<file path="config.mk">
export PLATFORM = sky130hd
export DESIGN_NAME = if_fetch_stage
export DESIGN_NICKNAME = d
export VERILOG_FILES = /design/src/rtl/if_fetch_stage.sv
export SDC_FILE = /design/constraint.sdc
export NUM_CORES = 1
export LEC_CHECK = 0
export BUFFER_PORTS_ARGS = -buffer_cell sky130_fd_sc_hd__buf_4
export CAP_MARGIN = 20
export CORE_AREA = 2 2 161 124
export CTS_CLUSTER_DIAMETER = 60
export CTS_CLUSTER_SIZE = 30
export DETAILED_ROUTE_END_ITERATION = 6
export DIE_AREA = 0 0 163 126
export MAX_ROUTING_LAYER = met4
export PLACE_DENSITY = 0.8
export SLEW_MARGIN = 20
export SYNTH_ARGS = -nofsm -noshare
export SYNTH_HDL_FRONTEND = slang
export SYNTH_SLANG_ARGS = --single-unit
</file>
<file path="constraint.sdc">
create_clock -name clk -period 4.4 [get_ports clk]
set_clock_uncertainty 0.05 [all_clocks]
set_input_delay 0.88 -clock clk [delete_from_list [all_inputs] [get_ports clk]]
set_output_delay 0.88 -clock clk [all_outputs]
set_load 0.05 [all_outputs]
</file>
<file path="src/rtl/if_fetch_stage.sv">
`default_nettype none
// =============================================================================
// Module   : if_fetch_stage
// Purpose  : Owns the fetch PC, issues word requests to a request/grant
//            instruction memory and buffers in-order responses for IF/ID.
//            Define IF_PERF_CNT_EN to add the pop/redirect perf counters.
// Revision : 1.0 - initial release
// =============================================================================
module if_fetch_stage #(
   parameter logic [31:0] RESET_PC   = 32'h0000_0000,
   parameter int          FIFO_DEPTH = 2,
   parameter int          OUT_W      = $clog2(FIFO_DEPTH) + 1
) (
   input  logic        clk,
   input  logic        rst,
   output logic        imem_req,
   output logic [31:0] imem_addr,
   input  logic        imem_gnt,
   input  logic        imem_rvalid,
   input  logic [31:0] imem_rdata,
   input  logic        stall,
   input  logic        redirect_valid,
   input  logic [31:0] redirect_pc,
   output logic [31:0] instr,
   output logic [31:0] pc_plus4,
   output logic        if_valid
`ifdef IF_PERF_CNT_EN
   ,
   output logic [31:0] perf_fetched,
   output logic [31:0] perf_redirects
`endif
);

   localparam int                 PTR_W     = $clog2(FIFO_DEPTH);
   localparam logic [OUT_W:0]     DEPTH_EXT = (OUT_W + 1)'(FIFO_DEPTH);
   localparam logic [OUT_W-1:0]   DEPTH_CNT = OUT_W'(FIFO_DEPTH);
   localparam logic [OUT_W-1:0]   CNT_ONE   = OUT_W'(1);
   localparam logic [PTR_W-1:0]   PTR_ONE   = PTR_W'(1);

   logic [31:0]      fetch_pc_q, fetch_pc_d;
   logic [31:0]      rsp_pc_q,   rsp_pc_d;
   logic [OUT_W-1:0] out_cnt_q,  out_cnt_d;
   logic [OUT_W-1:0] disc_cnt_q, disc_cnt_d;
   logic [OUT_W-1:0] count_q,    count_d;
   logic [PTR_W-1:0] wr_ptr_q,   wr_ptr_d;
   logic [PTR_W-1:0] rd_ptr_q,   rd_ptr_d;

   logic [31:0]      fifo_instr_q [FIFO_DEPTH];
   logic [31:0]      fifo_pc_q    [FIFO_DEPTH];

   logic             pop;
   logic             grant;
   logic             drop;
   logic             push;
   logic [31:0]      redir_tgt;
   logic [OUT_W:0]   credit_use;

   assign imem_addr = fetch_pc_q;
   assign if_valid  = (count_q != '0);
   assign instr     = if_valid ? fifo_instr_q[rd_ptr_q] : 32'h0;
   assign pc_plus4  = if_valid ? (fifo_pc_q[rd_ptr_q] + 32'd4) : 32'h0;

   // Credits cover words already buffered plus words still in flight, so a
   // response always finds a free slot.
   always_comb begin
      redir_tgt  = redirect_pc & 32'hFFFF_FFFC;
      pop        = if_valid & ~stall & ~redirect_valid;
      credit_use = {1'b0, out_cnt_q} + {1'b0, count_q} - (OUT_W + 1)'(pop);
      imem_req   = rst & ~redirect_valid & (credit_use < DEPTH_EXT);
      grant      = imem_req & imem_gnt;
      drop       = imem_rvalid & (disc_cnt_q != '0);
      push       = imem_rvalid & ~drop & ~redirect_valid;
   end

   always_comb begin
      fetch_pc_d = fetch_pc_q;
      rsp_pc_d   = rsp_pc_q;
      out_cnt_d  = out_cnt_q;
      disc_cnt_d = disc_cnt_q;
      count_d    = count_q;
      wr_ptr_d   = wr_ptr_q;
      rd_ptr_d   = rd_ptr_q;

      case ({grant, imem_rvalid})
         2'b10:   out_cnt_d = out_cnt_q + CNT_ONE;
         2'b01:   out_cnt_d = out_cnt_q - CNT_ONE;
         default: out_cnt_d = out_cnt_q;
      endcase

      if (grant) begin
         fetch_pc_d = fetch_pc_q + 32'd4;
      end
      if (drop) begin
         disc_cnt_d = disc_cnt_q - CNT_ONE;
      end
      if (push) begin
         rsp_pc_d = rsp_pc_q + 32'd4;
         wr_ptr_d = wr_ptr_q + PTR_ONE;
      end
      if (pop) begin
         rd_ptr_d = rd_ptr_q + PTR_ONE;
      end

      case ({push, pop})
         2'b10:   count_d = count_q + CNT_ONE;
         2'b01:   count_d = count_q - CNT_ONE;
         default: count_d = count_q;
      endcase

      // Every response still in flight after this edge belongs to the old
      // path; outstanding already includes words pending discard.
      if (redirect_valid) begin
         fetch_pc_d = redir_tgt;
         rsp_pc_d   = redir_tgt;
         count_d    = '0;
         wr_ptr_d   = '0;
         rd_ptr_d   = '0;
         disc_cnt_d = out_cnt_q - OUT_W'(imem_rvalid);
      end
   end

   always_ff @(posedge clk) begin
      if (!rst) begin
         fetch_pc_q <= RESET_PC;
         rsp_pc_q   <= RESET_PC;
         out_cnt_q  <= '0;
         disc_cnt_q <= '0;
         count_q    <= '0;
         wr_ptr_q   <= '0;
         rd_ptr_q   <= '0;
      end else begin
         fetch_pc_q <= fetch_pc_d;
         rsp_pc_q   <= rsp_pc_d;
         out_cnt_q  <= out_cnt_d;
         disc_cnt_q <= disc_cnt_d;
         count_q    <= count_d;
         wr_ptr_q   <= wr_ptr_d;
         rd_ptr_q   <= rd_ptr_d;
      end
   end

   always_ff @(posedge clk) begin
      if (push) begin
         fifo_instr_q[wr_ptr_q] <= imem_rdata;
         fifo_pc_q[wr_ptr_q]    <= rsp_pc_q;
      end
   end

   a_no_overflow : assert property (@(posedge clk) disable iff (!rst)
      !(push && !pop && (count_q == DEPTH_CNT)));

`ifdef IF_PERF_CNT_EN
   logic [31:0] perf_fetched_q;
   logic [31:0] perf_redirects_q;

   always_ff @(posedge clk) begin
      if (!rst) begin
         perf_fetched_q   <= 32'h0;
         perf_redirects_q <= 32'h0;
      end else begin
         if (pop) begin
            perf_fetched_q <= perf_fetched_q + 32'd1;
         end
         if (redirect_valid) begin
            perf_redirects_q <= perf_redirects_q + 32'd1;
         end
      end
   end

   assign perf_fetched   = perf_fetched_q;
   assign perf_redirects = perf_redirects_q;
`endif

endmodule
`default_nettype wire

</file>
==> results of run 1 <==
## report_power, final
group,leakage (nW),switching [mW],total (mW),internal [mW]
clock network,0.284,0.648,1.51,0.862
logic,2.07,0.342,0.536,0.194
registers,1.71,0.0827,2.10,2.02
total,4.06,1.07,4.15,3.07
## logic make-up (layout without fill, tap and decap cells)
family                   count (synthesis)  in the layout
AND/OR/NAND/NOR                        317            317
XOR/XNOR                                51             51
other                                    1              4
buffers and inverters                   72            229
AO/OA/AOI/OAI                          173            173
multiplexers                            60             60
flip-flops                             193            193
adder cells (fa/ha/maj)                 10             10
## synthesized netlist by cell type (3+ instances only)
library cell / instances / share of area
buf_1: 3 / 0.0012
or3_1: 12 / 0.0079
nand2b_1: 4 / 0.0026
dfxtp_1: 69 / 0.15
and3_1: 14 / 0.0092
and2_1: 9 / 0.0059
o21a_1: 7 / 0.0055
nor3b_1: 3 / 0.0024
mux2_2: 8 / 0.0095
nor4_1: 13 / 0.0086
o31a_1: 4 / 0.0037
a31oi_1: 14 / 0.0092
o311ai_0: 3 / 0.0028
nand3_1: 38 / 0.020
ha_1: 9 / 0.012
or2_2: 3 / 0.0020
a211oi_1: 9 / 0.0071
edfxtp_1: 124 / 0.39
mux2i_1: 51 / 0.054
buf_2: 9 / 0.0047
o41ai_1: 3 / 0.0028
clkbuf_1: 28 / 0.011
a21oi_1: 51 / 0.027
o31ai_1: 5 / 0.0040
o211ai_1: 7 / 0.0055
nand4_1: 24 / 0.016
nand3b_1: 3 / 0.0024
nand4_2: 3 / 0.0040
and4_1: 6 / 0.0055
nor2b_1: 4 / 0.0026
a21boi_0: 3 / 0.0024
nor4_2: 6 / 0.0079
nand2_1: 59 / 0.023
buf_4: 9 / 0.0071
nor2_1: 71 / 0.028
o21ai_0: 44 / 0.023
xnor2_1: 32 / 0.030
xor2_1: 19 / 0.018
inv_1: 20 / 0.0079
nor3_1: 28 / 0.015
## registers in the layout (all words and copies together) (netlist names), named ones only
register	cells
fifo_instr_q	64
fifo_pc_q	60
wr_ptr_q	1
rsp_pc_q	30
out_cnt_q	2
rd_ptr_q	1
imem_addr	30
count_q	2
disc_cnt_q	2
## path summary, 6_finish.rpt
path | startpoint | end | slack (ns) | depth (start not counted)
setup / recovery | flop | pc_plus4[30] | 0.24 | 7
hold / removal | rsp_pc_q[31] | fifo_pc_q[0][31] | 0.45 | 0
setup reg to reg | count_q[0] | imem_addr[16] | 1.07 | 11
hold reg to reg | rsp_pc_q[31] | fifo_pc_q[0][31] | 0.45 | 0
## routing by layer
metal	routed length, um	part of all wire	track usage
met1	9930	0.43	0.301
met2	11600	0.50	0.378
met3	1250	0.054	0.0448
met4	235	0.010	0.0489
met5	0	0	-
## final cells by class
cell class	instances	area, um2	share of cell area
well taps	253	317	0.0275
clock buffers	21	460	0.0400
multi-input cells	615	4090	0.355
flip-flops and latches	193	5110	0.444
repair buffers	177	1340	0.117
inverters	20	75.1	0.00652
clock inverters	11	114	0.00990
## metrics by stage
stage               std cells  instance area, um2   util  hold WS [ns]  setup TNS, ns
global route             1290               11500  0.606         0.475              0
global placement         1258               10900  0.576         0.410              0
CTS                      1290               11500  0.606         0.442              0
finish                   1290               11500  0.606         0.451              0
detailed placement       1258               10900  0.576         0.425              0
floorplan                 880                9510      -         0.395         -47.48
==> impl_metrics.env, run 1 <==
export IMPL_clock_path_buffers=2
export IMPL_cts_resized=0
export IMPL_vias_per_cell=5.85
export IMPL_place_congestion=0.915
export IMPL_ant_nets=0
export IMPL_drc_errors=0
export IMPL_fin_nets=1104
export IMPL_drv_cap=0
export IMPL_critPathKind="flop to primary output"
export IMPL_worstSetupEndpointType="primary output"
export IMPL_grt_use_total=0.231
export IMPL_drt_pass1_iter_count=5
export IMPL_die_w_um=163
export IMPL_ys_types=74
export IMPL_synthAdderAreaFrac=0.0140
export IMPL_diodes=0
export IMPL_synth_compound_area_frac=0.118
export IMPL_drtIter0Drc=742
export IMPL_core_um2=19000
export IMPL_area_delta_synth_final_pct=21.1
export IMPL_wl_per_cell_um=17.8
export IMPL_synth_xor_area_share=0.0470
export IMPL_cts_root_buf="clkbuf_16"
export IMPL_hold_violations=0
export IMPL_grt_first_pass_wirelength_um=36400
export IMPL_io_pin_count=168
export IMPL_cp_data_required_time_ns=3.47
export IMPL_synth_seq_cells=193
export IMPL_ys_seq_area_frac=0.537
export IMPL_fin_crit_ns=4.16
export IMPL_rows=44
export IMPL_finalMaxSlewViolations=0
export IMPL_vias=7549
export IMPL_rsz0062_at_grt="false"
export IMPL_synth_top_family_by_area="simple AND/OR/NAND/NOR gates"
export IMPL_dpl_hpwl_um=16000
export IMPL_synth_main_ff_cell="edfxtp_1"
export IMPL_synth_mux_area_frac=0.0647
export IMPL_portBuffers=161
export IMPL_synth_edf_count=124
export IMPL_yosys_warnings=0
export IMPL_post_cts_buffers=0
export IMPL_crit_arrival_ns=3.23
export IMPL_synth_simple_gate_area_frac=0.182
export IMPL_cp_cell_sequence="mux2_2 > ha_1 > o211a_1 > nand3_2 > o31a_1 > nor3_1 > buf_4"
export IMPL_max_stage_delay_ns=0.67
export IMPL_critical_path_buf_inv_count=1
export IMPL_power_leakage_nw=4.06
export IMPL_crit_family="compound AO/OA/AOI/OAI gates"
export IMPL_drive_above_1_share=0.237
export IMPL_max_freq_mhz=240
export IMPL_postCtsHoldBufs=0
export IMPL_cts_tree="built"
export IMPL_synthArstFlopShare=0
export IMPL_power_density_nw_per_um2=360
export IMPL_dpl_worst_slack_ns=0.539
export IMPL_cp_max_fo=39
export IMPL_fin_total_pwr_mw=4.15
export IMPL_vdd_drop_max_mv=0.293
export IMPL_slew_headroom=0.430
export IMPL_fillers=1559
export IMPL_overflow=0
export IMPL_clk_pin_slew_ns=0.06
export IMPL_synthCells=877
export IMPL_most_common_layout_cells="buf_4 (176), edfxtp_1 (124), nor2_1 (68), dfxtp_1 (68), nand2_1 (59)"
export IMPL_status="complete, no violations"
export IMPL_clkLatencyLatePin_ns=0.43
export IMPL_slowest_stage="dfxtp_4"
export IMPL_die_area_um2=20500
export IMPL_antenna_found_initial=0
export IMPL_worst_pin_slew_ns=0.847
export IMPL_cts_htree_levels=4
export IMPL_setup_violations=0
export IMPL_grt_max_degree=68
export IMPL_wirelength_um=23000
export IMPL_synth_cell_area_um2=9500
export IMPL_min_path_type="flop to flop"
export IMPL_floorplan_initialDensity=0.500
export IMPL_layout_commonest_cell="buf_4"
export IMPL_period_share=0.945
export IMPL_grt_pass1_vias=7134
export IMPL_die_y_um=126
export IMPL_cts_buffers=17
export IMPL_clock_sinks=193
export IMPL_worst_slack_ns=0.241
export IMPL_synth_avg_cell_area_um2=10.8
export IMPL_start_kind="flop"
(Power assumes the default switching activity.)
==> run 2, diff against run 1 <==
--- a/config.mk
+++ b/config.mk
@@ -7,13 +7,13 @@
 export LEC_CHECK = 0
 export BUFFER_PORTS_ARGS = -buffer_cell sky130_fd_sc_hd__buf_4
 export CAP_MARGIN = 20
-export CORE_AREA = 2 2 161 124
+export CORE_AREA = 5 5 164 127
 export CTS_CLUSTER_DIAMETER = 60
 export CTS_CLUSTER_SIZE = 30
 export DETAILED_ROUTE_END_ITERATION = 6
-export DIE_AREA = 0 0 163 126
+export DIE_AREA = 0 0 169 132
 export MAX_ROUTING_LAYER = met4
-export PLACE_DENSITY = 0.8
+export PLACE_DENSITY_LB_ADDON = 0.25
 export SLEW_MARGIN = 20
 export SYNTH_ARGS = -nofsm -noshare
 export SYNTH_HDL_FRONTEND = slang
==> run 2 against run 1 <==
  * Hold slack lost 0.0028 ns
  * Final cell count shrank 0.23%
  * Sequential share of layout area grew 0.14 points
  * Via count shrank 1.5%
  * Combinational power is essentially flat
  * Global-route usage shrank 1.8 points
  * Sequential power is essentially flat
  * Setup slack gained 0.11 ns
  * Flip-flop and latch count is the same
  * Final area shrank 0.30%
  * Critical endpoint is now pc_plus4[16]
  * Largest cell class unchanged
==> impl_metrics.env, run 2 (synthesis results as in run 1) <==
export IMPL_status="complete, no violations"
export IMPL_rsz0062_at_grt="false"
export IMPL_worstSetupEndpointType="primary output"
export IMPL_min_path_type="flop to flop"
export IMPL_final_seq_area_um2=5110
export IMPL_hold_depth=0
export IMPL_portBuffers=161
export IMPL_cts_tree="built"
export IMPL_core_um2=19000
export IMPL_vdd_drop_max_mv=0.286
export IMPL_drive_above_1_share=0.236
export IMPL_clock_sinks=193
export IMPL_antenna_found_initial=0
export IMPL_dp_cells=1256
export IMPL_max_stage_delay_ns=0.66
export IMPL_most_common_layout_cells="buf_4 (175), edfxtp_1 (124), nor2_1 (68), dfxtp_1 (68), nand2_1 (59)"
export IMPL_reg2reg_slack_ns=1.06
export IMPL_cp_cell_sequence="mux2_2 > ha_1 > o211a_1 > nand3_2 > or3_1 > a21oi_1 > buf_4"
export IMPL_crit_arrival_ns=3.11
export IMPL_worst_slack_ns=0.356
export IMPL_io_pin_count=168
export IMPL_cts_resized=0
export IMPL_fin_nets=1102
export IMPL_area_delta_synth_final_pct=20.8
export IMPL_timing_rr_start="count_q[0]"
export IMPL_drc_errors=0
export IMPL_cts_root_buf="clkbuf_16"
export IMPL_reg_top3="fifo_instr_q: 64 flops, fifo_pc_q: 60 flops"
export IMPL_post_cts_buffers=0
export IMPL_cts_buffers=17
export IMPL_holdPathEnd="fifo_pc_q[0][31]"
export IMPL_overflow=0
export IMPL_wl_per_cell_um=18.0
export IMPL_wirelength_um=23200
export IMPL_grt_pass1_vias=7033
export IMPL_dpl_hpwl_um=16100
export IMPL_power_leakage_nw=4.03
export IMPL_dpl_instance_area_um2=10900
export IMPL_die_area_um2=22300
export IMPL_fin_crit_ns=4.04
export IMPL_period_share=0.919
export IMPL_critPathKind="flop to primary output"
export IMPL_rows=44
export IMPL_top_register="fifo_instr_q"
export IMPL_floorplan_initialDensity=0.500
export IMPL_largest_reg_flops=64
export IMPL_dpl_worst_slack_ns=0.543
export IMPL_design_area_um2=11500
export IMPL_vias_per_cell=5.77
export IMPL_ant_nets=0
export IMPL_die_w_um=169
export IMPL_drv_cap=0
export IMPL_postCtsHoldBufs=0
export IMPL_grt_max_degree=68
export IMPL_multi_input_area_um2=4090
export IMPL_clk_pin_slew_ns=0.07
export IMPL_place_congestion=0.906
export IMPL_min_from="rsp_pc_q[31]"
export IMPL_worst_r2r_cell_count=12
export IMPL_max_freq_mhz=247
export IMPL_drtIter0Drc=592
export IMPL_layout_commonest_cell="buf_4"
export IMPL_drt_pass1_iter_count=5
export IMPL_timing_setup_tns_ns=0
export IMPL_die_y_um=132
export IMPL_clock_path_buffers=2
export IMPL_cts_htree_levels=4
export IMPL_finalMaxSlewViolations=0
export IMPL_hold_violations=0
export IMPL_finalNonFillerCells=1287
export IMPL_power_density_nw_per_um2=360
export IMPL_cp_max_fo=42
export IMPL_clkLatencyLatePin_ns=0.43
export IMPL_cp_data_required_time_ns=3.47
export IMPL_grt_use_total=0.213
export IMPL_fillers=1616
export IMPL_start_kind="flop"
export IMPL_slew_headroom=0.291
export IMPL_slowest_stage="dfxtp_4"
export IMPL_worst_pin_slew_ns=1.05
export IMPL_setup_violations=0
export IMPL_grt_first_pass_wirelength_um=37300
export IMPL_diodes=0
export IMPL_r2r_end="out_cnt_q[1]"
export IMPL_vias=7432
[run 2: changes by cell type in the layout (fill, tap and decap cells not counted), sizes merged]
cell / before / now
inv: 20 / 23
clkbuf: 21 / 18
buf: 177 / 175
clkinvlp: 1 / 4
clkinv: 8 / 4
[run 2: routing by layer]
metal | track usage | vias to the layer above | part of all wire | wire, um
met5 | - | - | 0 | 0
met4 | 0.0577 | 0 | 0.015 | 350
met3 | 0.0393 | 27 | 0.060 | 1390
met2 | 0.323 | 248 | 0.47 | 10900
met1 | 0.296 | 3603 | 0.45 | 10600
li1 | - | 3554 | - | -
[run 2: where the power goes]
group | switching, mW | internal, mW
Clock | 0.669 | 0.835
Sequential | 0.0788 | 2.02
Combinational | 0.341 | 0.192
Total | 1.09 | 3.05
[run 2: how the worst max path moves through the flow]
stage | start | to | slack (ns) | cells after the start
after floorplan | redirect_valid | fifo_instr_q[0][0] | -0.38 | 5
after global placement | redirect_valid | out_cnt_q[1] | 0.59 | 12
after detailed placement | redirect_valid | out_cnt_q[1] | 0.54 | 12
after CTS | flop | pc_plus4[16] | 0.33 | 7
after global routing | flop | pc_plus4[27] | 0.15 | 6
final | flop | pc_plus4[16] | 0.36 | 7
[run 2: final cells by class]
type,count,share of cell area
clock inverters,13,0.0120
repair buffers,175,0.115
inverters,20,0.00654
well taps,253,0.0276
multi-input cells,615,0.357
flip-flops and latches,193,0.445
clock buffers,18,0.0374
[run 2: worst max-delay path: cells and delay by family (launching register included)]
kind            cells  cell delay [ns]
simple gates        2             0.71
flops               1             0.66
compound gates      2             0.57
mux                 1             0.27
fa+ha+maj           1             0.24
buf+inv             1             0.23
[run 2: stage by stage]
stage	util	total power [mW]	hold slack (ns)
2_1_floorplan	-	2.47	0.395
3_3_place_gp	0.574	2.66	0.411
3_5_place_dp	0.574	2.67	0.434
4_1_cts	0.604	4.17	0.448
5_1_grt	0.604	4.30	0.454
6_report	0.604	4.13	0.448
==> run 3, diff against run 2 <==
--- a/config.mk
+++ b/config.mk
@@ -7,11 +7,12 @@
 export LEC_CHECK = 0
 export BUFFER_PORTS_ARGS = -buffer_cell sky130_fd_sc_hd__buf_4
 export CAP_MARGIN = 20
-export CORE_AREA = 5 5 164 127
+export CORE_AREA = 5 5 161 124
+export CTS_BUF_LIST = sky130_fd_sc_hd__clkbuf_4 sky130_fd_sc_hd__clkbuf_8
 export CTS_CLUSTER_DIAMETER = 60
 export CTS_CLUSTER_SIZE = 30
 export DETAILED_ROUTE_END_ITERATION = 6
-export DIE_AREA = 0 0 169 132
+export DIE_AREA = 0 0 166 129
 export MAX_ROUTING_LAYER = met4
 export PLACE_DENSITY_LB_ADDON = 0.25
 export SLEW_MARGIN = 20
==> run 3 against run 2 <==
  * Die area fell by 4.0%
  * Sequential power about the same
  * Critical path depth unchanged
  * Final cell count is 0.39% lower
  * First-iteration DRC count up 4.4%
  * Flip-flop and latch count is the same
  * Non-clock buffer count up 1
  * Largest cell class unchanged
  * Sequential share of layout area increased by 0.80 points
  * Register-to-register slack about the same
==> impl_metrics.env, run 3 (synthesis results as in run 1) <==
export IMPL_period_share=0.921
export IMPL_fillers=1528
export IMPL_crit_arrival_ns=3.12
export IMPL_drtIter0Drc=618
export IMPL_cts_buffers=17
export IMPL_comb_power_share=0.146
export IMPL_antenna_found_initial=0
export IMPL_worstSetupEndpointType="primary output"
export IMPL_max_freq_mhz=247
export IMPL_min_path_type="flop to flop"
export IMPL_vdd_drop_max_mv=0.210
export IMPL_reg2reg_slack_ns=1.06
export IMPL_die_y_um=129
export IMPL_finalMaxSlewViolations=0
export IMPL_clock_path_buffers=2
export IMPL_cp_max_fo=24
export IMPL_power_leakage_nw=3.94
export IMPL_grt_pass1_vias=6991
export IMPL_drv_cap=0
export IMPL_worst_slack_ns=0.347
export IMPL_cts_tree="built"
export IMPL_grt_use_total=0.220
export IMPL_worst_pin_slew_ns=0.853
export IMPL_critPathKind="flop to primary output"
export IMPL_top_register="fifo_instr_q"
export IMPL_clkLatencyLatePin_ns=0.46
export IMPL_fin_total_pwr_mw=3.65
export IMPL_reg_top3="fifo_instr_q: 64 flops, fifo_pc_q: 60 flops"
export IMPL_holdPathEnd="fifo_pc_q[1][31]"
export IMPL_most_common_layout_cells="buf_4 (175), edfxtp_1 (124), nor2_1 (68), dfxtp_1 (68), nand2_1 (59)"
export IMPL_timing_rr_start="count_q[0]"
export IMPL_hold_depth=0
export IMPL_ant_nets=0
export IMPL_cp_cell_sequence="buf_4 > and3b_1 > a2bb2oi_2 > nand3_1 > o31a_1 > nor3_1 > buf_4"
export IMPL_clock_power_share=0.279
export IMPL_status="complete, no violations"
export IMPL_wirelength_um=23100
export IMPL_drive_above_1_share=0.240
export IMPL_r2r_end="out_cnt_q[1]"
export IMPL_rsz0062_at_grt="false"
export IMPL_io_pin_count=168
export IMPL_power_density_nw_per_um2=324
export IMPL_cp_data_required_time_ns=3.47
export IMPL_internal_power_mw=2.61
export IMPL_min_from="rsp_pc_q[31]"
export IMPL_crit_family="simple AND/OR/NAND/NOR gates"
export IMPL_vias_per_cell=5.72
export IMPL_die_w_um=166
export IMPL_p_sw_mw=1.04
export IMPL_grt_first_pass_wirelength_um=36700
export IMPL_final_seq_area_um2=5110
export IMPL_worst_r2r_cell_count=12
export IMPL_max_stage_delay_ns=0.46
export IMPL_p_seq_frac=0.575
export IMPL_layout_commonest_cell="buf_4"
export IMPL_multi_input_area_um2=4100
export IMPL_p_sw_frac=0.284
export IMPL_clk_pin_slew_ns=0.10
export IMPL_critical_path_buf_inv_count=2
export IMPL_dpl_worst_slack_ns=0.572
export IMPL_wl_per_cell_um=18.0
export IMPL_vias=7329
export IMPL_cts_root_buf="clkbuf_8"
export IMPL_rows=43
export IMPL_slew_headroom=0.431
export IMPL_overflow=0
export IMPL_fin_hold_ws_ns=0.466
export IMPL_grt_max_degree=68
export IMPL_cts_htree_levels=4
export IMPL_clock_sinks=193
export IMPL_slowest_stage="dfxtp_4"
export IMPL_core_um2=18200
export IMPL_portBuffers=161
export IMPL_setup_violations=0
export IMPL_fin_nets=1103
export IMPL_diodes=0
export IMPL_postCtsHoldBufs=0
export IMPL_largest_reg_flops=64
export IMPL_area_delta_synth_final_pct=18.6
export IMPL_cpMostUsedCell="buf_4"
export IMPL_place_congestion=0.883
export IMPL_drt_pass1_iter_count=5
export IMPL_die_area_um2=21400
export IMPL_drc_errors=0
export IMPL_floorplan_initialDensity=0.521
export IMPL_hold_violations=0
export IMPL_fin_crit_ns=4.05
export IMPL_start_kind="flop"
export IMPL_dpl_hpwl_um=16200
## run 3: layout make-up
| class | count | area share |
|---|---|---|
| inverter | 20 | 0.00666 |
| timing repair buffer | 176 | 0.119 |
| tap | 247 | 0.0274 |
| clock buffer | 19 | 0.0221 |
| clock inverter | 12 | 0.00788 |
| multi-input combinational | 615 | 0.364 |
| sequential | 193 | 0.453 |
## run 3: power by group through the flow
| stage | Combinational (mW) | Clock (mW) | Sequential [mW] |
|---|---|---|---|
| after CTS | 0.533 | 1.04 | 2.10 |
| after global placement | 0.524 | 0 | 2.13 |
| final | 0.532 | 1.02 | 2.10 |
| after floorplan | 0.299 | 0 | 2.18 |
| after detailed placement | 0.531 | 0 | 2.14 |
| after global routing | 0.576 | 1.12 | 2.11 |
## run 3: worst max-delay path by stage
stage                    from                 end  depth (start not counted)
6_report                 flop        pc_plus4[31]                          7
5_1_grt                  flop        pc_plus4[29]                          7
4_1_cts                  flop        pc_plus4[27]                          8
3_5_place_dp   redirect_valid        out_cnt_q[1]                         12
3_3_place_gp   redirect_valid        out_cnt_q[1]                         12
2_1_floorplan  redirect_valid  fifo_instr_q[0][0]                          5
## run 3: per-stage QoR
stage / cell area, um2 / std cells / setup TNS (ns) / util
after floorplan: 9510 / 880 / -47.48 / -
after global placement: 10900 / 1250 / 0 / 0.597
after detailed placement: 10900 / 1250 / 0 / 0.597
after CTS: 11200 / 1281 / 0 / 0.616
after global routing: 11300 / 1282 / 0 / 0.618
final: 11300 / 1282 / 0 / 0.618
## run 3: timing repair
action | in CTS | in global routing
buffers inserted | 0 | 1
setup endpoints to repair | 0 | 3
gates resized for setup | 0 | 0
## run 3: layer usage
metal / routed length [um] / GRT usage / up-vias
met5: 0 / - / -
met4: 246 / 0.0611 / 0
met3: 1270 / 0.0421 / 23
met2: 10700 / 0.337 / 211
met1: 10900 / 0.304 / 3539
li1: - / - / 3556
